<file path="src/rtl/kbd_pkg.sv">
// kbd_pkg: shared constants and types for the keyboard decoder and buffer.
package kbd_pkg;
    typedef logic [7:0] byte_t;
    localparam byte_t KEY_NONE       = 8'h00;
    localparam byte_t ASCII_NONE     = 8'h00;
    localparam int    KBD_FIFO_DEPTH = 16;
endpackage

</file>
<file path="src/rtl/kbd_buffer_if.sv">
// kbd_buffer_if: CPU keyboard-port bus; master is the CPU side, slave is the buffer.
interface kbd_buffer_if #(parameter int DEPTH = 16);
    import kbd_pkg::*;
    localparam int AW = $clog2(DEPTH);
    logic          rd_en;
    logic          clr_overflow;
    byte_t         rd_data;
    logic          empty;
    logic          full;
    logic [AW:0]   count;
    logic          overflow;
    modport master (output rd_en, clr_overflow, input rd_data, empty, full, count, overflow);
    modport slave  (input rd_en, clr_overflow, output rd_data, empty, full, count, overflow);
endinterface

</file>
<file path="src/rtl/kbd_buffer_sync_fifo.sv">
// sync_fifo: generic show-ahead FIFO; a push into a full FIFO succeeds only alongside a pop.
module sync_fifo #(
    parameter int DEPTH = 16,
    parameter int WIDTH = 8
) (
    input  logic                     clk,
    input  logic                     clrn,
    input  logic                     push_i,
    input  logic [WIDTH-1:0]         din_i,
    input  logic                     pop_i,
    output logic [WIDTH-1:0]         dout_o,
    output logic [$clog2(DEPTH):0]   count_o,
    output logic                     empty_o,
    output logic                     full_o
);
    localparam int AW = $clog2(DEPTH);
    logic [WIDTH-1:0] mem_q [DEPTH];
    logic [AW-1:0]    rptr_q, wptr_q;
    logic [AW:0]      count_q, count_d;
    logic             push_ok, pop_ok;
    assign empty_o = count_q == '0;
    assign full_o  = count_q == (AW+1)'(DEPTH);
    assign count_o = count_q;
    assign dout_o  = mem_q[rptr_q];
    assign push_ok = push_i && (!full_o || pop_i);
    assign pop_ok  = pop_i && !empty_o;
    assign count_d = count_q + (AW+1)'(push_ok) - (AW+1)'(pop_ok);
    always_ff @(posedge clk or negedge clrn) begin
        if (!clrn) begin
            rptr_q  <= '0;
            wptr_q  <= '0;
            count_q <= '0;
        end else begin
            rptr_q  <= pop_ok  ? rptr_q + AW'(1) : rptr_q;
            wptr_q  <= push_ok ? wptr_q + AW'(1) : wptr_q;
            count_q <= count_d;
        end
    end
    // Storage is deliberately left out of reset.
    always_ff @(posedge clk)
        if (push_ok) mem_q[wptr_q] <= din_i;
endmodule

</file>
<file path="src/rtl/kbd_buffer.sv">
// kbd_buffer: queues one ASCII character per new key press for the CPU keyboard port.
module kbd_buffer import kbd_pkg::*; #(
    parameter int DEPTH = KBD_FIFO_DEPTH
) (
    input  logic           clk,
    input  logic           clrn,
    input  byte_t          current_key,
    input  byte_t          ascii_key,
    kbd_buffer_if.slave    bus
);
    byte_t prev_key_q;
    logic  overflow_q, overflow_d, press, ovf_evt;
    assign press      = current_key != prev_key_q && current_key != KEY_NONE && ascii_key != ASCII_NONE;
    assign ovf_evt    = press && bus.full && !bus.rd_en;
    assign overflow_d = ovf_evt ? 1'b1 : bus.clr_overflow ? 1'b0 : overflow_q;
    assign bus.overflow = overflow_q;
    always_ff @(posedge clk or negedge clrn) begin
        if (!clrn) begin
            prev_key_q <= KEY_NONE;
            overflow_q <= 1'b0;
        end else begin
            prev_key_q <= current_key;
            overflow_q <= overflow_d;
        end
    end
    sync_fifo #(.DEPTH(DEPTH), .WIDTH(8)) u_fifo (
        .clk     (clk),
        .clrn    (clrn),
        .push_i  (press),
        .din_i   (ascii_key),
        .pop_i   (bus.rd_en),
        .dout_o  (bus.rd_data),
        .count_o (bus.count),
        .empty_o (bus.empty),
        .full_o  (bus.full)
    );
endmodule

</file>
<file path="src/flat_wrapper.sv">
// flat-port wrapper written by rule: the top's interface ports become plain ports
module kbd_buffer_flat import kbd_pkg::*;
#(
    parameter int DEPTH = KBD_FIFO_DEPTH
)
  (clk, clrn, current_key, ascii_key, bus_rd_en, bus_clr_overflow, bus_rd_data, bus_empty, bus_full, bus_count, bus_overflow);
  kbd_buffer_if #(.DEPTH(DEPTH)) bus_i ();
  input  logic clk;
  input  logic clrn;
  input  byte_t current_key;
  input  byte_t ascii_key;
  input wire logic [$bits(bus_i.rd_en)-1:0] bus_rd_en;
  input wire logic [$bits(bus_i.clr_overflow)-1:0] bus_clr_overflow;
  output wire logic [$bits(bus_i.rd_data)-1:0] bus_rd_data;
  output wire logic [$bits(bus_i.empty)-1:0] bus_empty;
  output wire logic [$bits(bus_i.full)-1:0] bus_full;
  output wire logic [$bits(bus_i.count)-1:0] bus_count;
  output wire logic [$bits(bus_i.overflow)-1:0] bus_overflow;
  assign bus_i.rd_en = bus_rd_en;
  assign bus_i.clr_overflow = bus_clr_overflow;
  assign bus_rd_data = bus_i.rd_data;
  assign bus_empty = bus_i.empty;
  assign bus_full = bus_i.full;
  assign bus_count = bus_i.count;
  assign bus_overflow = bus_i.overflow;
  kbd_buffer #(.DEPTH(DEPTH)) u_core (.clk(clk), .clrn(clrn), .current_key(current_key), .ascii_key(ascii_key), .bus(bus_i));
endmodule
</file>
<file path="config.mk">
export PLATFORM = sky130hd
export DESIGN_NAME = kbd_buffer_flat
export DESIGN_NICKNAME = d
export VERILOG_FILES = /design/src/rtl/kbd_pkg.sv /design/src/rtl/kbd_buffer_if.sv /design/src/rtl/kbd_buffer_sync_fifo.sv /design/src/rtl/kbd_buffer.sv /design/src/flat_wrapper.sv
export SDC_FILE = /design/constraint.sdc
export NUM_CORES = 1
export LEC_CHECK = 0
export ABC_AREA = 1
export CAP_MARGIN = 20
export CORE_AREA = 2 2 81 160
export CTS_CLUSTER_SIZE = 14
export DETAILED_ROUTE_END_ITERATION = 10
export DIE_AREA = 0 0 83 162
export PLACE_DENSITY = 0.84
export SKIP_CTS_REPAIR_TIMING = 1
export SYNTH_ARGS = -nofsm -noshare
export SYNTH_HDL_FRONTEND = slang
export SYNTH_SLANG_ARGS = --single-unit
</file>
<file path="constraint.sdc">
create_clock -name clk -period 2.5 [get_ports clk]
set_input_delay 0.375 -clock clk [delete_from_list [all_inputs] [get_ports clk]]
set_output_delay 0.375 -clock clk [all_outputs]
set_load 0.02 [all_outputs]
</file>
[After elaboration in Yosys (flattened, before gate mapping)]
Memory sizes are Yosys's and may differ from the RTL's.
Cells that the tools add are included.
Word-level totals
  memories: 1
  flip-flop bits (word level): 22
  bits in writable memories: 128
  input port bits: 20
Cells by class
  add/sub/neg operators: 4
  reduce and logical (&&, ||, !) cells: 14
  eq/ne operators: 2
  muxes and demuxes: 4
Memory list
  u_core.u_fifo.mem_q: words 16, bits a word 8, rd ports 1, clocked after memory_dff 0, write ports 1, RTL line kbd_buffer_sync_fifo.sv:17  | logic [WIDTH-1:0] mem_q [DEPTH];
Operators by type and width (count)
  nonzero test 8 bit: 2
  adder 4 x 1 -> 4 bit, second input constant: 2
  inequality test 8 bit: 1
  logical AND 1 bit: 6
  adder 5 x 1 -> 5 bit: 1
  == test 5 bit, second input constant: 1
  zero test 5 bit: 1
  subtractor 5 x 1 -> 5 bit: 1
  two-way mux 1 bit: 4
  zero test 1 bit: 3
  nonzero test 2 bit: 1
  logical OR 1 bit: 1

[Longest topological paths before layout]
  word-level depth: 6
  depth in mapped cells: 16
  mapped depth without buffers: 15

[Cells and area by module]
From an unflattened synthesis, not the netlist that was laid out.
Unflattened totals
  cell total of the unflattened synthesis: 683
  area, all modules: 6720.2 um^2
Modules (own cells, without submodules)
  sync_fifo: cells an instance 622, area each 6274.8 um^2, sequential area each 4169.0 um^2, times used 1
  kbd_buffer: cells an instance 61, area each 445.4 um^2, sequential area each 225.2 um^2, times used 1

[Least setup slack after synthesis]
Ideal clock, no wire load.
  kind: flip-flop to flip-flop
  start point: register u_core.u_fifo.count_q[2], in the netlist u_core.u_fifo.count_o[2]
  end point: register u_core.u_fifo.count_q[4], in the netlist u_core.u_fifo.count_o[4]
  setup slack: -0.221 ns
  path buffers: 2
  required time: 2.421 ns
  stages on the path, launching flop included: 16
  arrival time: 2.642 ns
  clock period less this slack: 2.721 ns
  setup time: 0.079 ns
  cell sequence: dfrtp_1 > inv_1 > ha_1 > nand4_1 > or2_0 > buf_2 > nand3_2 > buf_4 > ha_1 > inv_1 > ha_1 > fa_1 > a21oi_1 > nor2_1 > nor2_1 > xor2_1
Between the ends
  cells in the longest elaborated chain, start to end: 6
  elaborated cells on any way between the ends: 9
  classes of those cells: 2 x add/sub; 1 x eq/ne; 6 x reduce/logical
RTL lines
  from (decl): RTL line kbd_buffer_sync_fifo.sv:19  | logic [AW:0] count_q, count_d;
  from (signal assigned): RTL line kbd_buffer_sync_fifo.sv:36  | count_q <= count_d;
  == test 5 bit: RTL line kbd_buffer_sync_fifo.sv:22  | assign full_o = count_q == (AW+1)'(DEPTH);
  zero test 1 bit: RTL line kbd_buffer_sync_fifo.sv:25  | assign push_ok = push_i && (!full_o || pop_i);
  logical OR 1 bit: RTL line kbd_buffer_sync_fifo.sv:25
  logical AND 1 bit: RTL line kbd_buffer_sync_fifo.sv:25
  adder 5 x 1 -> 5 bit: RTL line kbd_buffer_sync_fifo.sv:27  | assign count_d = count_q + (AW+1)'(push_ok) - (AW+1)'(pop_ok);
  subtractor 5 x 1 -> 5 bit (*): RTL line kbd_buffer_sync_fifo.sv:27
  net u_core.u_fifo.count_d[4]: RTL line kbd_buffer_sync_fifo.sv:19
Mark *: on every way through the listed nets, which the timed path passes. The rest lies on a longest branch.
A chain may end at the register's enable or synchronous reset.

[Final worst setup path]
  start point: register u_core.u_fifo.rptr_q[0]
  end point: output bus_rd_data[7]
Between the ends
  cells in the longest elaborated chain, start to end: 1
RTL lines
  from (decl): RTL line kbd_buffer_sync_fifo.sv:18  | logic [AW-1:0] rptr_q, wptr_q;
  from (signal assigned): RTL line kbd_buffer_sync_fifo.sv:34  | rptr_q <= pop_ok ? rptr_q + AW'(1) : rptr_q;
  memory (16 x 8 bit)
  to (decl): RTL line flat_wrapper.sv:14  | output wire logic [$bits(bus_i.rd_data)-1:0] bus_rd_data;
No other way between the ends.

==> impl_results.html <==
<table>
<tr><th>Metric</th><th>Value</th></tr>
<tr><th colspan="2">Run status</th></tr>
<tr><td>Result of the run</td><td>finished with violations</td></tr>
<tr><td>Violations in the final reports</td><td>negative setup slack</td></tr>
<tr><th colspan="2">CTS</th></tr>
<tr><td>Buffer levels on the longest clock path</td><td>2</td></tr>
<tr><td>Clock root cell</td><td>clkbuf_16</td></tr>
<tr><td>Worst-path clk slew</td><td>0.06 ns</td></tr>
<tr><td>Total CTS buffers</td><td>17</td></tr>
<tr><td>Clock latency of the later-clocked register in the worst-skew pair</td><td>0.42 ns</td></tr>
<tr><td>Sinks on the clock net</td><td>150</td></tr>
<tr><td>H-tree Lvls</td><td>4</td></tr>
<tr><td>CTS tree</td><td>yes</td></tr>
<tr><th colspan="2">Layout</th></tr>
<tr><td>Commonest cells after routing, fill and taps aside</td><td>edfxtp_1 (128), nor2_1 (114), nand2_1 (61)</td></tr>
<tr><td>Multi-input combinational cell area</td><td>1799 um^2</td></tr>
<tr><td>Area occupied by registers</td><td>4399 um^2</td></tr>
<tr><td>Final Net Count</td><td>658</td></tr>
<tr><td>Number of inserted diodes</td><td>0</td></tr>
<tr><td>Fill cell count</td><td>812</td></tr>
<tr><td>Most frequent standard cell in the layout excluding fill and tap cells</td><td>edfxtp_1</td></tr>
<tr><td>Final core utilization</td><td>0.6452</td></tr>
<tr><td>Share of layout cells above drive strength 1</td><td>0.1706</td></tr>
<tr><td>Final instance count without filler cells</td><td>786</td></tr>
<tr><td>Syn-to-layout area delta</td><td>22.40%</td></tr>
<tr><td>Final std cell area, no fill</td><td>7869 um^2</td></tr>
<tr><th colspan="2">Worst setup path</th></tr>
<tr><td>Most common cell type on the critical path</td><td>nor2_1</td></tr>
<tr><td>Endpoint kind of the worst setup timing path</td><td>output port</td></tr>
<tr><td>CP Cell Sequence</td><td>inv_4 -&gt; buf_16 -&gt; nor2_1 -&gt; nor2_1 -&gt; o21ai_0 -&gt; o211ai_1 -&gt; nand3_1 -&gt; nand2_1 -&gt; clkdlybuf4s50_1</td></tr>
<tr><td>WS Path Type</td><td>reg -&gt; out</td></tr>
<tr><td>Maximum net fanout on the critical path</td><td>44</td></tr>
<tr><td>Arrival time at the worst endpoint</td><td>2.37 ns</td></tr>
<tr><td>Kind of start point of the critical path</td><td>flip-flop</td></tr>
<tr><td>Required time at the endpoint of the critical path</td><td>2.12 ns</td></tr>
<tr><td>Reg2Reg Setup Slack</td><td>0.10 ns</td></tr>
<tr><td>Critical path's slowest cell</td><td>clkdlybuf4s50_1</td></tr>
<tr><td>Delay contributed by the slowest stage of the critical path</td><td>0.60 ns</td></tr>
<tr><th colspan="2">Drt</th></tr>
<tr><td>Drt drc</td><td>0</td></tr>
<tr><td>Average wire length per cell after detail routing</td><td>20.46 um</td></tr>
<tr><td>Total length of routed wires</td><td>16080 um</td></tr>
<tr><td>First-pass detailed-route iteration total</td><td>6</td></tr>
<tr><td>Number of vias per cell after detailed routing</td><td>5.838</td></tr>
<tr><td>DRT iter0 DRCs</td><td>704</td></tr>
<tr><td>Remaining number of nets flagged by the antenna check after routing</td><td>0</td></tr>
<tr><td>Vias post-DR</td><td>4589</td></tr>
<tr><th colspan="2">Synth</th></tr>
<tr><td>Number of instances in the synthesized netlist</td><td>552</td></tr>
<tr><td>Yosys warnings</td><td>0</td></tr>
<tr><td>Number of distinct library cell variants in the gate-level netlist after synthesis</td><td>26</td></tr>
<tr><td>Part of the Yosys area used for sequential elements</td><td>0.6835</td></tr>
<tr><td>Top cells by area in the synthesized netlist</td><td>edfxtp_1 (60%), dfrtp_1 (8.6%), nor2_1 (6.7%), o211ai_1 (3.7%), nand2_1 (3.6%)</td></tr>
<tr><td>Synthesized area divided by synthesized cell count</td><td>11.65 um^2</td></tr>
<tr><td>Area share of the largest cell type after synthesis</td><td>0.5979</td></tr>
<tr><td>Post-synthesis sequential element count</td><td>150</td></tr>
<tr><td>Netlist area before placement</td><td>6429 um^2</td></tr>
<tr><td>Post-synth net total</td><td>584</td></tr>
<tr><td>Cell accounting for the most synthesized area</td><td>edfxtp_1</td></tr>
<tr><th colspan="2">Placed design</th></tr>
<tr><td>Buffers on Ports</td><td>35</td></tr>
<tr><td>Post-detailed-placement cell area</td><td>7212 um^2</td></tr>
<tr><td>Number of placed cells counting well taps</td><td>749</td></tr>
<tr><td>Post-detail-place hpwl</td><td>10150 um</td></tr>
<tr><td>Final Wtd Congestion</td><td>0.8388</td></tr>
<tr><th colspan="2">Global routing</th></tr>
<tr><td>Grt total ovfl</td><td>0</td></tr>
<tr><td>Maximum number of pins on one net before global-route repair</td><td>45</td></tr>
<tr><td>Total routing usage reported by global routing</td><td>0.2378</td></tr>
<tr><td>Initial antenna violation count</td><td>0</td></tr>
<tr><td>Number of global-route vias before repair</td><td>4576</td></tr>
<tr><td>Wire length of the first global-routing pass</td><td>23850 um</td></tr>
<tr><th colspan="2">Die</th></tr>
<tr><td>Die Y</td><td>162 um</td></tr>
<tr><td>Die area</td><td>13450 um^2</td></tr>
<tr><td>Top Ports</td><td>36</td></tr>
<tr><td>Floorplan Core Area</td><td>12200 um^2</td></tr>
<tr><td>Total number of placement rows</td><td>57</td></tr>
<tr><td>Die Wd</td><td>83 um</td></tr>
<tr><td>Initial Util</td><td>0.5271</td></tr>
<tr><th colspan="2">STA</th></tr>
<tr><td>Clock tree skew after final layout</td><td>0.01143 ns</td></tr>
<tr><td>Final worst slack</td><td>-0.2459 ns</td></tr>
<tr><td>Worst rel slew slack</td><td>0.7673</td></tr>
<tr><td>Transition at the pin with the smallest max-transition slack</td><td>0.3454 ns</td></tr>
<tr><td>Shortest period the worst path allows</td><td>2.746 ns</td></tr>
<tr><td>Number of pins exceeding their max-slew limit in the final report</td><td>0</td></tr>
<tr><td>Fin crit share</td><td>1.098</td></tr>
<tr><td>Highest attainable clock frequency</td><td>0.3642 GHz</td></tr>
<tr><td>Setup repair after global routing missed its margin</td><td>yes</td></tr>
<tr><td>Setup Viol. Count Final</td><td>1</td></tr>
<tr><td>Final Hold Violating Endpoints</td><td>0</td></tr>
<tr><th colspan="2">Power</th></tr>
<tr><td>Total power</td><td>9.792 mW</td></tr>
<tr><td>Maximum VDD drop</td><td>787.0 uV</td></tr>
<tr><td>Reported leakage power</td><td>3.060 nW</td></tr>
<tr><td>Areal power density over the cells</td><td>1244 nW/um^2</td></tr>
<tr><th colspan="2">Hold path</th></tr>
<tr><td>Worst min path class</td><td>in -&gt; reg</td></tr>
<tr><th colspan="2">Job</th></tr>
<tr><td>Number of max-cap violations</td><td>0</td></tr>
</table>
-- synth_stat cells --
library cell and n:
xor2_1 9, fa_1 1, dfrtp_1 22, inv_4 1
o21ai_0 37, o21ai_1 29, nand3_1 21, clkbuf_1 8
nor2_2 9, xnor2_1 3, inv_2 1, clkinv_1 2
ha_1 11, nand3b_1 1, buf_2 11, buf_6 5
inv_1 28, nor2_1 115, edfxtp_1 128, nand3_2 1
nand2_1 62, a21oi_1 4, buf_4 4, o211ai_1 32
nand4_1 6, or2_0 1
-- worst max-delay path: cells and delay by family (launching register included) --
family	cells	cell delay, ns
AOI/OAI and AO/OA	2	0.22
and+or+nand+nor	4	0.33
buffers and inverters	3	0.94
DFF	1	0.45
-- registers in the layout, indices dropped and copies added, names as in the netlist --
signal,cells
u_core.bus.overflow,1
u_core.u_fifo.mem_q,128
u_core.prev_key_q,8
u_core.u_fifo.rptr_q,4
u_core.u_fifo.wptr_q,4
u_core.u_fifo.count_o,5
-- where the power goes --
group | internal [mW] | switching, mW | leakage [nW] | total [mW]
sequential | 3.27 | 0.246 | 1.42 | 3.51
clock | 1.46 | 0.986 | 0.276 | 2.45
combinational | 1.40 | 2.42 | 1.36 | 3.83
-- worst paths after layout --
path | from | end | cells after the start
worst max-delay path | u_core.u_fifo.rptr_q[0]$_DFFE_PN0P_ | bus_rd_data[7] | 9
worst min-delay path | current_key[4] | u_core.prev_key_q[4]$_DFF_PN0_ | 1
worst max register to register | u_core.u_fifo.count_o[3]$_DFF_PN0_ | u_core.u_fifo.count_o[4]$_DFF_PN0_ | 13
worst min register to register | u_core.bus.overflow$_DFFE_PN0P_ | u_core.bus.overflow$_DFFE_PN0P_ | 2
max in group asynchronous | clrn | u_core.u_fifo.rptr_q[1]$_DFFE_PN0P_ | 2
min in group asynchronous | clrn | u_core.u_fifo.count_o[4]$_DFF_PN0_ | 2
-- routing by layer --
layer  GRT usage  up-vias  wire length [um]
met1      0.2408     2222              5560
li1            -     2071                 -
met5           0        -                 0
met2      0.4351      239              8910
met3     0.04776       57               839
met4      0.1557        0               771
-- stage by stage --
stage	hold slack (ns)	TNS, ns	setup WS (ns)
after floorplan	0.07941	0	0.0009701
after global placement	0.5194	-0.8819	-0.4003
after detailed placement	0.5243	-0.9981	-0.4423
after CTS	0.3109	-2.285	-0.3716
after global routing	0.1398	-0.4336	-0.3698
final	0.1297	-0.2459	-0.2459
-- cells by family (layout without fill, tap and decap cells) --
logic type / Yosys count / after routing / synth area share
AOI/OAI and AO/OA: 102 / 102 / 0.09187
adders and majority gates: 12 / 12 / 0.02452
buffers and inverters: 60 / 147 / 0.04574
and+or+nand+nor: 216 / 216 / 0.1380
DFF: 150 / 150 / 0.6835
xor gates and xnor gates: 12 / 12 / 0.01635
-- area by class of cell --
type / instances / share of cell area
Sequential cell: 150 / 0.5591
Multi-Input combinational cell: 342 / 0.2287
Timing Repair Buffer: 83 / 0.1011
Clock buffer: 19 / 0.05502
Tap cell: 147 / 0.02337
Clock inverter: 13 / 0.01717
Inverter: 32 / 0.01558
Power figures use the tool's default switching activity.
